### config.mk
export PLATFORM = sky130hd
export DESIGN_NAME = fifo_wr_arbiter_flat
export DESIGN_NICKNAME = d
export VERILOG_FILES = /design/src/rtl/fifo_wr_arbiter_if.sv /design/src/rtl/fifo_wr_arbiter.sv /design/src/flat_wrapper.sv
export SDC_FILE = /design/constraint.sdc
export NUM_CORES = 1
export LEC_CHECK = 0
export CAP_MARGIN = 20
export CORE_MARGIN = 2
export CORE_UTILIZATION = 39
export CTS_BUF_LIST = sky130_fd_sc_hd__clkbuf_2
export DETAILED_ROUTE_END_ITERATION = 6
export HOLD_SLACK_MARGIN = 0.05
export MAX_ROUTING_LAYER = met4
export PLACE_DENSITY = 0.94
export SLEW_MARGIN = 20
export SYNTH_ARGS = -nofsm -noshare
export SYNTH_HDL_FRONTEND = slang
export SYNTH_SLANG_ARGS = --single-unit
### constraint.sdc
create_clock -name clk -period 3 [get_ports clk]
set_input_delay 0.6 -clock clk [delete_from_list [all_inputs] [get_ports clk]]
set_output_delay 0.6 -clock clk [all_outputs]
set_load 0.05 [all_outputs]
### src/rtl/fifo_wr_arbiter_if.sv
// FIFO write-port bundle between the write arbiter (master) and the FIFO (slave).
interface fifo_wr_arbiter_if #(
    parameter int DATA_W = 16
);
    logic [DATA_W-1:0] fifo_data_in;
    logic              fifo_wr_en;
    logic              fifo_full;
    logic              fifo_almostfull;
    logic              fifo_wr_ack;
    logic              fifo_overflow;

    modport master (
        output fifo_data_in, fifo_wr_en,
        input  fifo_full, fifo_almostfull, fifo_wr_ack, fifo_overflow
    );

    modport slave (
        input  fifo_data_in, fifo_wr_en,
        output fifo_full, fifo_almostfull, fifo_wr_ack, fifo_overflow
    );
endinterface

### src/rtl/fifo_wr_arbiter.sv
// Round-robin arbiter sharing one FIFO write port among NUM_REQ producers, with ack tracking.
// Define FIFO_ARB_STATS_EN to build the per-requester saturating grant counters.
module fifo_wr_arbiter #(
    parameter int NUM_REQ = 4,
    parameter int DATA_W  = 16,
    parameter int CNT_W   = 16
) (
    input  logic                       clk,
    input  logic                       rst_n,
    input  logic [NUM_REQ-1:0]         req,
    input  logic [NUM_REQ*DATA_W-1:0]  req_data,
    output logic [NUM_REQ-1:0]         gnt,
    fifo_wr_arbiter_if.master          wr_port,
    output logic                       busy,
    output logic                       err_overflow,
    output logic                       err_noack,
    output logic [NUM_REQ*CNT_W-1:0]   stat_cnt
);
    localparam int PTR_W = (NUM_REQ > 1) ? $clog2(NUM_REQ) : 1;

    typedef enum logic [1:0] {IDLE, WRITE, HOLD} state_t;

    state_t              state_reg, state_next;
    logic [PTR_W-1:0]    rr_ptr_reg, rr_ptr_next;
    logic [NUM_REQ-1:0]  gnt_reg, gnt_next;
    logic                wr_en_reg, wr_en_next;
    logic [DATA_W-1:0]   data_reg, data_next;
    logic                pend_reg;
    logic                err_ovf_reg, err_noack_reg;

    logic [NUM_REQ-1:0]  eligible;
    logic                can_write;
    logic                win_found;
    logic [PTR_W-1:0]    win_idx;
    logic [PTR_W-1:0]    cand_idx;
    logic [DATA_W-1:0]   req_slice [NUM_REQ];

    // The requester granted last cycle may still hold req; mask it so it is not taken twice.
    assign eligible  = req & ~gnt_reg;
    // The in-flight write will consume the last free slot when almostfull is already set.
    assign can_write = !wr_port.fifo_full && !(wr_en_reg && wr_port.fifo_almostfull);

    generate
        for (genvar gi = 0; gi < NUM_REQ; gi++) begin : g_slice
            assign req_slice[gi] = req_data[gi*DATA_W +: DATA_W];
        end
    endgenerate

    always_comb begin
        win_found = 1'b0;
        win_idx   = '0;
        cand_idx  = '0;
        for (int k = 0; k < NUM_REQ; k++) begin
            cand_idx = PTR_W'((int'(rr_ptr_reg) + k) % NUM_REQ);
            if (!win_found && eligible[cand_idx]) begin
                win_found = 1'b1;
                win_idx   = cand_idx;
            end
        end
    end

    always_comb begin
        state_next  = state_reg;
        rr_ptr_next = rr_ptr_reg;
        gnt_next    = '0;
        wr_en_next  = 1'b0;
        data_next   = data_reg;
        case (state_reg)
            HOLD: begin
                if (can_write) begin
                    state_next = win_found ? WRITE : IDLE;
                end
            end
            default: begin
                if (!win_found) begin
                    state_next = IDLE;
                end else if (can_write) begin
                    state_next = WRITE;
                end else begin
                    state_next = HOLD;
                end
            end
        endcase
        if (state_next == WRITE) begin
            gnt_next    = NUM_REQ'(1) << win_idx;
            wr_en_next  = 1'b1;
            data_next   = req_slice[win_idx];
            rr_ptr_next = (win_idx == PTR_W'(NUM_REQ - 1)) ? '0 : win_idx + PTR_W'(1);
        end
    end

    always_ff @(posedge clk or negedge rst_n) begin
        if (!rst_n) begin
            state_reg     <= IDLE;
            rr_ptr_reg    <= '0;
            gnt_reg       <= '0;
            wr_en_reg     <= 1'b0;
            data_reg      <= '0;
            pend_reg      <= 1'b0;
            err_ovf_reg   <= 1'b0;
            err_noack_reg <= 1'b0;
        end else begin
            state_reg  <= state_next;
            rr_ptr_reg <= rr_ptr_next;
            gnt_reg    <= gnt_next;
            wr_en_reg  <= wr_en_next;
            data_reg   <= data_next;
            pend_reg   <= wr_en_reg;
            // pend marks the cycle in which the FIFO answers the previous write.
            if (pend_reg && wr_port.fifo_overflow) begin
                err_ovf_reg <= 1'b1;
            end
            if (pend_reg && !wr_port.fifo_wr_ack && !wr_port.fifo_overflow) begin
                err_noack_reg <= 1'b1;
            end
        end
    end

    assign gnt                  = gnt_reg;
    assign wr_port.fifo_wr_en   = wr_en_reg;
    assign wr_port.fifo_data_in = data_reg;
    assign busy                 = (state_reg != IDLE);
    assign err_overflow         = err_ovf_reg;
    assign err_noack            = err_noack_reg;

`ifdef FIFO_ARB_STATS_EN
    generate
        for (genvar gi = 0; gi < NUM_REQ; gi++) begin : g_stat
            logic [CNT_W-1:0] cnt_reg;
            always_ff @(posedge clk or negedge rst_n) begin
                if (!rst_n) begin
                    cnt_reg <= '0;
                end else if (gnt_reg[gi] && (cnt_reg != {CNT_W{1'b1}})) begin
                    cnt_reg <= cnt_reg + CNT_W'(1);
                end
            end
            assign stat_cnt[gi*CNT_W +: CNT_W] = cnt_reg;
        end
    endgenerate
`else
    assign stat_cnt = '0;
`endif

endmodule

### src/flat_wrapper.sv
// flat-port wrapper written by rule: the top's interface ports become plain ports
module fifo_wr_arbiter_flat 
#(
    parameter int NUM_REQ = 4,
    parameter int DATA_W  = 16,
    parameter int CNT_W   = 16
)
  (clk, rst_n, req, req_data, gnt, busy, err_overflow, err_noack, stat_cnt, wr_port_fifo_data_in, wr_port_fifo_wr_en, wr_port_fifo_full, wr_port_fifo_almostfull, wr_port_fifo_wr_ack, wr_port_fifo_overflow);
  fifo_wr_arbiter_if #(.DATA_W(DATA_W)) wr_port_i ();
  input  logic clk;
  input  logic rst_n;
  input  logic [NUM_REQ-1:0] req;
  input  logic [NUM_REQ*DATA_W-1:0] req_data;
  output logic [NUM_REQ-1:0] gnt;
  output logic busy;
  output logic err_overflow;
  output logic err_noack;
  output logic [NUM_REQ*CNT_W-1:0] stat_cnt;
  output wire logic [$bits(wr_port_i.fifo_data_in)-1:0] wr_port_fifo_data_in;
  output wire logic [$bits(wr_port_i.fifo_wr_en)-1:0] wr_port_fifo_wr_en;
  input wire logic [$bits(wr_port_i.fifo_full)-1:0] wr_port_fifo_full;
  input wire logic [$bits(wr_port_i.fifo_almostfull)-1:0] wr_port_fifo_almostfull;
  input wire logic [$bits(wr_port_i.fifo_wr_ack)-1:0] wr_port_fifo_wr_ack;
  input wire logic [$bits(wr_port_i.fifo_overflow)-1:0] wr_port_fifo_overflow;
  assign wr_port_fifo_data_in = wr_port_i.fifo_data_in;
  assign wr_port_fifo_wr_en = wr_port_i.fifo_wr_en;
  assign wr_port_i.fifo_full = wr_port_fifo_full;
  assign wr_port_i.fifo_almostfull = wr_port_fifo_almostfull;
  assign wr_port_i.fifo_wr_ack = wr_port_fifo_wr_ack;
  assign wr_port_i.fifo_overflow = wr_port_fifo_overflow;
  fifo_wr_arbiter #(.NUM_REQ(NUM_REQ), .DATA_W(DATA_W), .CNT_W(CNT_W)) u_core (.clk(clk), .rst_n(rst_n), .req(req), .req_data(req_data), .gnt(gnt), .wr_port(wr_port_i), .busy(busy), .err_overflow(err_overflow), .err_noack(err_noack), .stat_cnt(stat_cnt));
endmodule
==> results.json, run 1 <==
{
  "outcome": "finished clean",
  "cts-hold-fix-buffers": 0,
  "crit_type": "reg -> out",
  "reg2reg_to": "u_core.wr_port.fifo_data_in[9]$_DFFE_PN0N_",
  "cts_root_buf": "clkbuf_2",
  "overflow": 0,
  "hold_depth": 0,
  "track_usage_pct": 15.1,
  "cts.path.max_buffers": 2,
  "p_total_mw": 2.50,
  "grt_max_degree": 36,
  "yosysWarnings": 0,
  "cp.arrival_ns": 1.81,
  "path_max_fanout": 2,
  "pin_count": 162,
  "p_leak_nw": 1.37,
  "cts_resized": 0,
  "clkLatencyLatePin_ns": 0.37,
  "ant_nets": 0,
  "synthFlopType": "dfrtp_1",
  "cts_buffers": 3,
  "wl_per_cell_um": 12.8,
  "clock_sinks": 28,
  "first_global_vias": 1653,
  "finalMaxSlewViolations": 0,
  "dpl_worst_slack_ns": 0.428,
  "finalCriticalPeriod_ns": 2.41,
  "core-area_um2": 5570,
  "synthCells": 210,
  "fin_nets": 384,
  "cts_tree": "yes",
  "routed_wl_um": 4810,
  "vias_per_cell": 4.34,
  "hold_end": "u_core.pend_reg$_DFF_PN0_",
  "clk_pin_slew_worst_paths_ns": 0.28,
  "die_area_um2": 6490,
  "synth_edf_count": 0,
  "antenna_found_initial": 0,
  "hpwl_um": 3760,
  "hold_violations": 0,
  "peakVddDrop_uv": 491,
  "async_reset_ff_share_pct": 100,
  "place_congestion": 0.755,
  "yosys-top-cells-area": "dfrtp_1 (31%), buf_4 (21%), mux2i_1 (14%)",
  "layout_common_cells": "clkdlybuf4s50_1 (97), conb_1 (64), mux2i_1 (32), dfrtp_1 (28), nand2_1 (20)",
  "mappedNetlistArea_um2": 2280,
  "worst_slew_pin_slew_ns": 0.517,
  "num_rows": 27,
  "r2r-start": "u_core.gnt[2]$_DFF_PN0_",
  "syn_to_final_growth_pct": 34.6,
  "skew_ns": 0.00397,
  "ys_seq_elements": 28,
  "initial_core_util_pct": 41.0,
  "grt_pass1_wl_um": 7400,
  "utilization_pct": 55.2,
  "post-cts-setup-buffer-count": 0,
  "hold_class": "reg -> reg",
  "slew_headroom_pct": 65.5,
  "fmax_ghz": 0.416,
  "yosysTopAreaCell": "dfrtp_1",
  "syn_area_per_cell_um2": 10.9,
  "layout_setup_ws_ns": 0.594,
  "min_from": "u_core.wr_port.fifo_wr_en$_DFF_PN0_",
  "diodes": 0,
  "die_height_um": 80.5,
  "largest_reg_flops": 16,
  "cap_violations": 0,
  "r2r_setup_slack_ns": 1.11,
  "ys_types": 33,
  "drt_iter0_drc": 58,
  "critPathRequiredTime_ns": 2.40,
  "power_density_nw_per_um2": 814,
  "finalSetupTns_ns": 0,
  "firstDrtPassIters": 4,
  "port_buffers": 97,
  "layout_commonest_cell": "clkdlybuf4s50_1",
  "period_share_pct": 80.2,
  "r2r_cells": 6,
  "worst_setup_path_start_kind": "flip-flop",
  "ys_seq_area_share_pct": 30.7,
  "drc": 0,
  "synth_top_cell_area_share_pct": 30.7,
  "rsz0062_at_grt": "false",
  "fp.dieW_um": 80.5,
  "vias": 1637,
  "setup_viol": 0,
  "cp-end-kind": "primary output",
  "drive_gt1_share_pct": 12.5,
  "htreeDepth": 1
}
==> where the power goes <==
group          switching, mW  leakage [nW]  total, mW  internal (mW)
logic                   1.05         0.998       1.66          0.609
registers             0.0953         0.342      0.604          0.509
clock network          0.119        0.0266      0.234          0.114
total                   1.27          1.37       2.50           1.23
==> cells by family after synthesis <==
kind of cell	count (synthesis)	share of synthesized area, %
buffers and inverters	78	27.4
and+or+nand+nor	43	12.2
muxes	32	14.0
adders and majority gates	4	2.19
AOI/OAI and AO/OA	24	13.3
DFF	28	30.7
other	1	0.164
==> final cells by class <==
class	count	area, µm²
repair buffers	100	1010
inverters	6	27.5
well taps	72	90.1
multi-input cells	167	1200
flip-flops and latches	28	701
clock inverters	1	30.0
fillers	493	2500
clock buffers	3	15.0
==> critical path, cell delays in order, from the launching register on <==
cell	delay [ns]
dfrtp_1	0.45
or2_2	0.29
clkdlybuf4s50_1	0.70
==> synth_stat cells, types with 3 or more instances <==
cell / count
and2_1: 4
buf_12: 4
buf_4: 64
buf_6: 3
dfrtp_1: 28
ha_1: 4
inv_2: 3
mux2i_1: 32
nand2_1: 20
nand2b_1: 4
o221ai_2: 16
==> routing by layer <==
metal | vias to the layer above | GRT usage, % | routed length (µm)
met5 | - | - | 0
met4 | 0 | 4.58 | 21
met3 | 2 | 2.13 | 275
met2 | 88 | 28.1 | 2660
met1 | 763 | 16.6 | 1850
li1 | 784 | - | -
==> worst max path at each step <==
| stage | from | to | slack [ns] |
|---|---|---|---|
| after floorplan | u_core.gnt[1]$_DFF_PN0_ | u_core.wr_port.fifo_data_in[10]$_DFFE_PN0N_ | 1.04 |
| after global placement | req[2] | u_core.wr_port.fifo_data_in[7]$_DFFE_PN0N_ | 0.49 |
| after detailed placement | req[2] | u_core.wr_port.fifo_data_in[9]$_DFFE_PN0N_ | 0.43 |
| final | u_core.state_reg[0]$_DFF_PN0_ | busy | 0.59 |
| after global routing | u_core.state_reg[0]$_DFF_PN0_ | busy | 0.49 |
| after CTS | u_core.state_reg[0]$_DFF_PN0_ | busy | 0.56 |
==> per-stage QoR <==
step | instances | area [µm²] | hold WS (ns)
CTS | 377 | 3070 | 0.444
finish | 377 | 3070 | 0.439
floorplan | 273 | 2520 | 0.304
global placement | 373 | 3030 | 0.394
detailed placement | 373 | 3030 | 0.388
global route | 377 | 3070 | 0.464
Power figures use the tool's default switching activity.
==> run 2: changes to the inputs <==
- CORE_UTILIZATION: 39 -> 33
- PLACE_DENSITY: 0.94 -> 0.85
- clock period: 3 -> 2.05 ns (I/O delays scaled with it)
==> run 2 against run 1 <==
  * Utilization shrank 9.3 points
  * Clock skew is 0.00092 ns lower
  * Via count grew 2.1%
  * Largest cell class unchanged
  * Highest routed layer unchanged
==> results.json, run 2 (synthesis gave the netlist of run 1 again) <==
{
  "outcome": "finished clean",
  "layout_common_cells": "clkdlybuf4s50_1 (73), conb_1 (64), mux2i_1 (32), dfrtp_1 (28), nand2_1 (20)",
  "diodes": 0,
  "vias": 1671,
  "fin_nets": 386,
  "worst_slew_pin_slew_ns": 0.530,
  "area.sequential_um2": 701,
  "wl_per_cell_um": 13.2,
  "antenna_found_initial": 0,
  "cts_buffers": 3,
  "drc": 0,
  "grt_pass1_wl_um": 7870,
  "track_usage_pct": 13.5,
  "fp.dieW_um": 87.2,
  "first_global_vias": 1650,
  "peakVddDrop_uv": 449,
  "slew_headroom_pct": 64.6,
  "cp.arrival_ns": 2.23,
  "worst_setup_path_start_kind": "input port",
  "cpMaxStageDelayCell": "clkdlybuf4s50_1",
  "swShare_pct": 53.3,
  "htreeDepth": 1,
  "cap_violations": 0,
  "p_total_mw": 3.49,
  "overflow": 0,
  "cts_root_buf": "clkbuf_2",
  "drt_iter0_drc": 22,
  "cts.path.max_buffers": 2,
  "skew_ns": 0.00305,
  "p_leak_nw": 1.53,
  "syn_to_final_growth_pct": 35.5,
  "clockPowerShare_pct": 6.0,
  "layout_commonest_cell": "clkdlybuf4s50_1",
  "power_frac_comb_pct": 69.0,
  "drive_gt1_share_pct": 12.7,
  "num_rows": 30,
  "hpwl_um": 3890,
  "place_congestion": 0.811,
  "path_max_fanout": 35,
  "vias_per_cell": 4.32,
  "die_area_um2": 7600,
  "cts_tree": "yes",
  "cp-end-kind": "flip-flop",
  "initial_core_util_pct": 33.8,
  "internal_power_mw": 1.63,
  "finalCriticalPeriod_ns": 1.95,
  "hold_violations": 0,
  "rsz0062_at_grt": "false",
  "pin_count": 162,
  "ant_nets": 0,
  "path_delay_family": "buffers and inverters",
  "clk_pin_slew_worst_paths_ns": 0.27,
  "crit_type": "in -> reg",
  "power_density_nw_per_um2": 1130,
  "firstDrtPassIters": 4,
  "largest_reg_flops": 16,
  "core-area_um2": 6760,
  "finalSetupTns_ns": 0,
  "num-fill-cells": 635,
  "cpPeakStageDelay_ns": 0.47,
  "fmax_ghz": 0.512,
  "setup_viol": 0,
  "seq_power_share_pct": 25.0,
  "grt_max_degree": 36,
  "clkLatencyLatePin_ns": 0.36,
  "clock_sinks": 28,
  "hold_class": "in -> async",
  "switchingPower_mw": 1.86,
  "path_cells": "clkdlybuf4s50_1 > nor2b_4 > nand3_2 > a311oi_4 > buf_12 > mux2i_1 > o221ai_2",
  "critPathRequiredTime_ns": 2.33,
  "finalMaxSlewViolations": 0,
  "multiInputGateArea_um2": 1200,
  "routed_wl_um": 5090,
  "period_share_pct": 95.2,
  "crit_buf_inv": 2,
  "port_buffers": 97,
  "die_height_um": 87.2
}
-- run 2: cell count changes in the layout (fill, tap and decap cells not counted), sizes merged --
cell / change
buf: +2
bufinv: -1
clkdlybuf4s50: -24
clkinv: +1
dlygate4sd2: +10
dlymetal6s2s: +14
-- run 2: final timing paths --
kind                                                      from                                    endpoint  slack (ns)  cells after the start
max                                                     req[2]  u_core.wr_port.fifo_data_in[1]$_DFFE_PN0N_         0.1                      7
min                                                      rst_n            u_core.rr_ptr_reg[0]$_DFFE_PN0N_        0.39                      2
min reg2reg                u_core.wr_port.fifo_wr_en$_DFF_PN0_                   u_core.pend_reg$_DFF_PN0_        0.44                      0
min in group clk           u_core.wr_port.fifo_wr_en$_DFF_PN0_                   u_core.pend_reg$_DFF_PN0_        0.44                      0
max reg2reg                   u_core.rr_ptr_reg[1]$_DFFE_PN0N_  u_core.wr_port.fifo_data_in[1]$_DFFE_PN0N_        0.13                      6
max in group asynchronous                                rst_n  u_core.wr_port.fifo_data_in[2]$_DFFE_PN0N_        1.39                      2
-- run 2: layout make-up --
cell class,count,area share (%)
clock buffers,3,0.485
inverters,6,0.889
flip-flops and latches,28,22.6
clock inverters,1,0.121
repair buffers,102,33.7
multi-input cells,167,38.9
well taps,80,3.23
-- run 2: timing repair --
item | in CTS | in global routing
buffers inserted | 0 | 0
gates resized for setup | 10 | 14
hold buffers | 0 | 0
setup endpoints to repair | 10 | 14
-- run 2: layer usage --
layer	part of all wire (%)	up-vias	routed length [µm]	GRT usage (%)
met5	0	-	0	-
met4	0.82	0	42	3.36
met3	5.4	4	276	2.09
met2	56	69	2860	24.4
met1	38	809	1920	15.6
li1	-	789	-	-
-- run 2: power groups by stage --
stage | logic, mW | registers [mW] | clock network, mW
floorplan | 1.42 | 1.47 | 0
global placement | 2.44 | 0.883 | 0
detailed placement | 2.48 | 0.882 | 0
CTS | 2.44 | 0.876 | 0.232
global route | 2.56 | 0.903 | 0.249
finish | 2.41 | 0.874 | 0.209
-- run 2: stage by stage --
step / area (µm²) / hold slack, ns / setup slack [ns] / utilization (%) / instances
after CTS: 3060 / 0.364 / 0.00000144 / 45.3 / 387
after floorplan: 2520 / 0.114 / 0.0891 / - / 273
final: 3100 / 0.386 / 0.0983 / 45.8 / 387
after global placement: 3050 / 0.394 / -0.266 / 45.2 / 383
after global routing: 3100 / 0.371 / 0.0305 / 45.8 / 387
after detailed placement: 3050 / 0.397 / -0.322 / 45.2 / 383
-- run 2: worst reg2reg max path: cells and delay by family, from the launching register on --
| family | cells | cell delay [ns] |
|---|---|---|
| compound gates | 2 | 0.46 |
| simple gates | 2 | 0.25 |
| flops | 1 | 0.53 |
| buf+inv | 1 | 0.27 |
| mux | 1 | 0.32 |
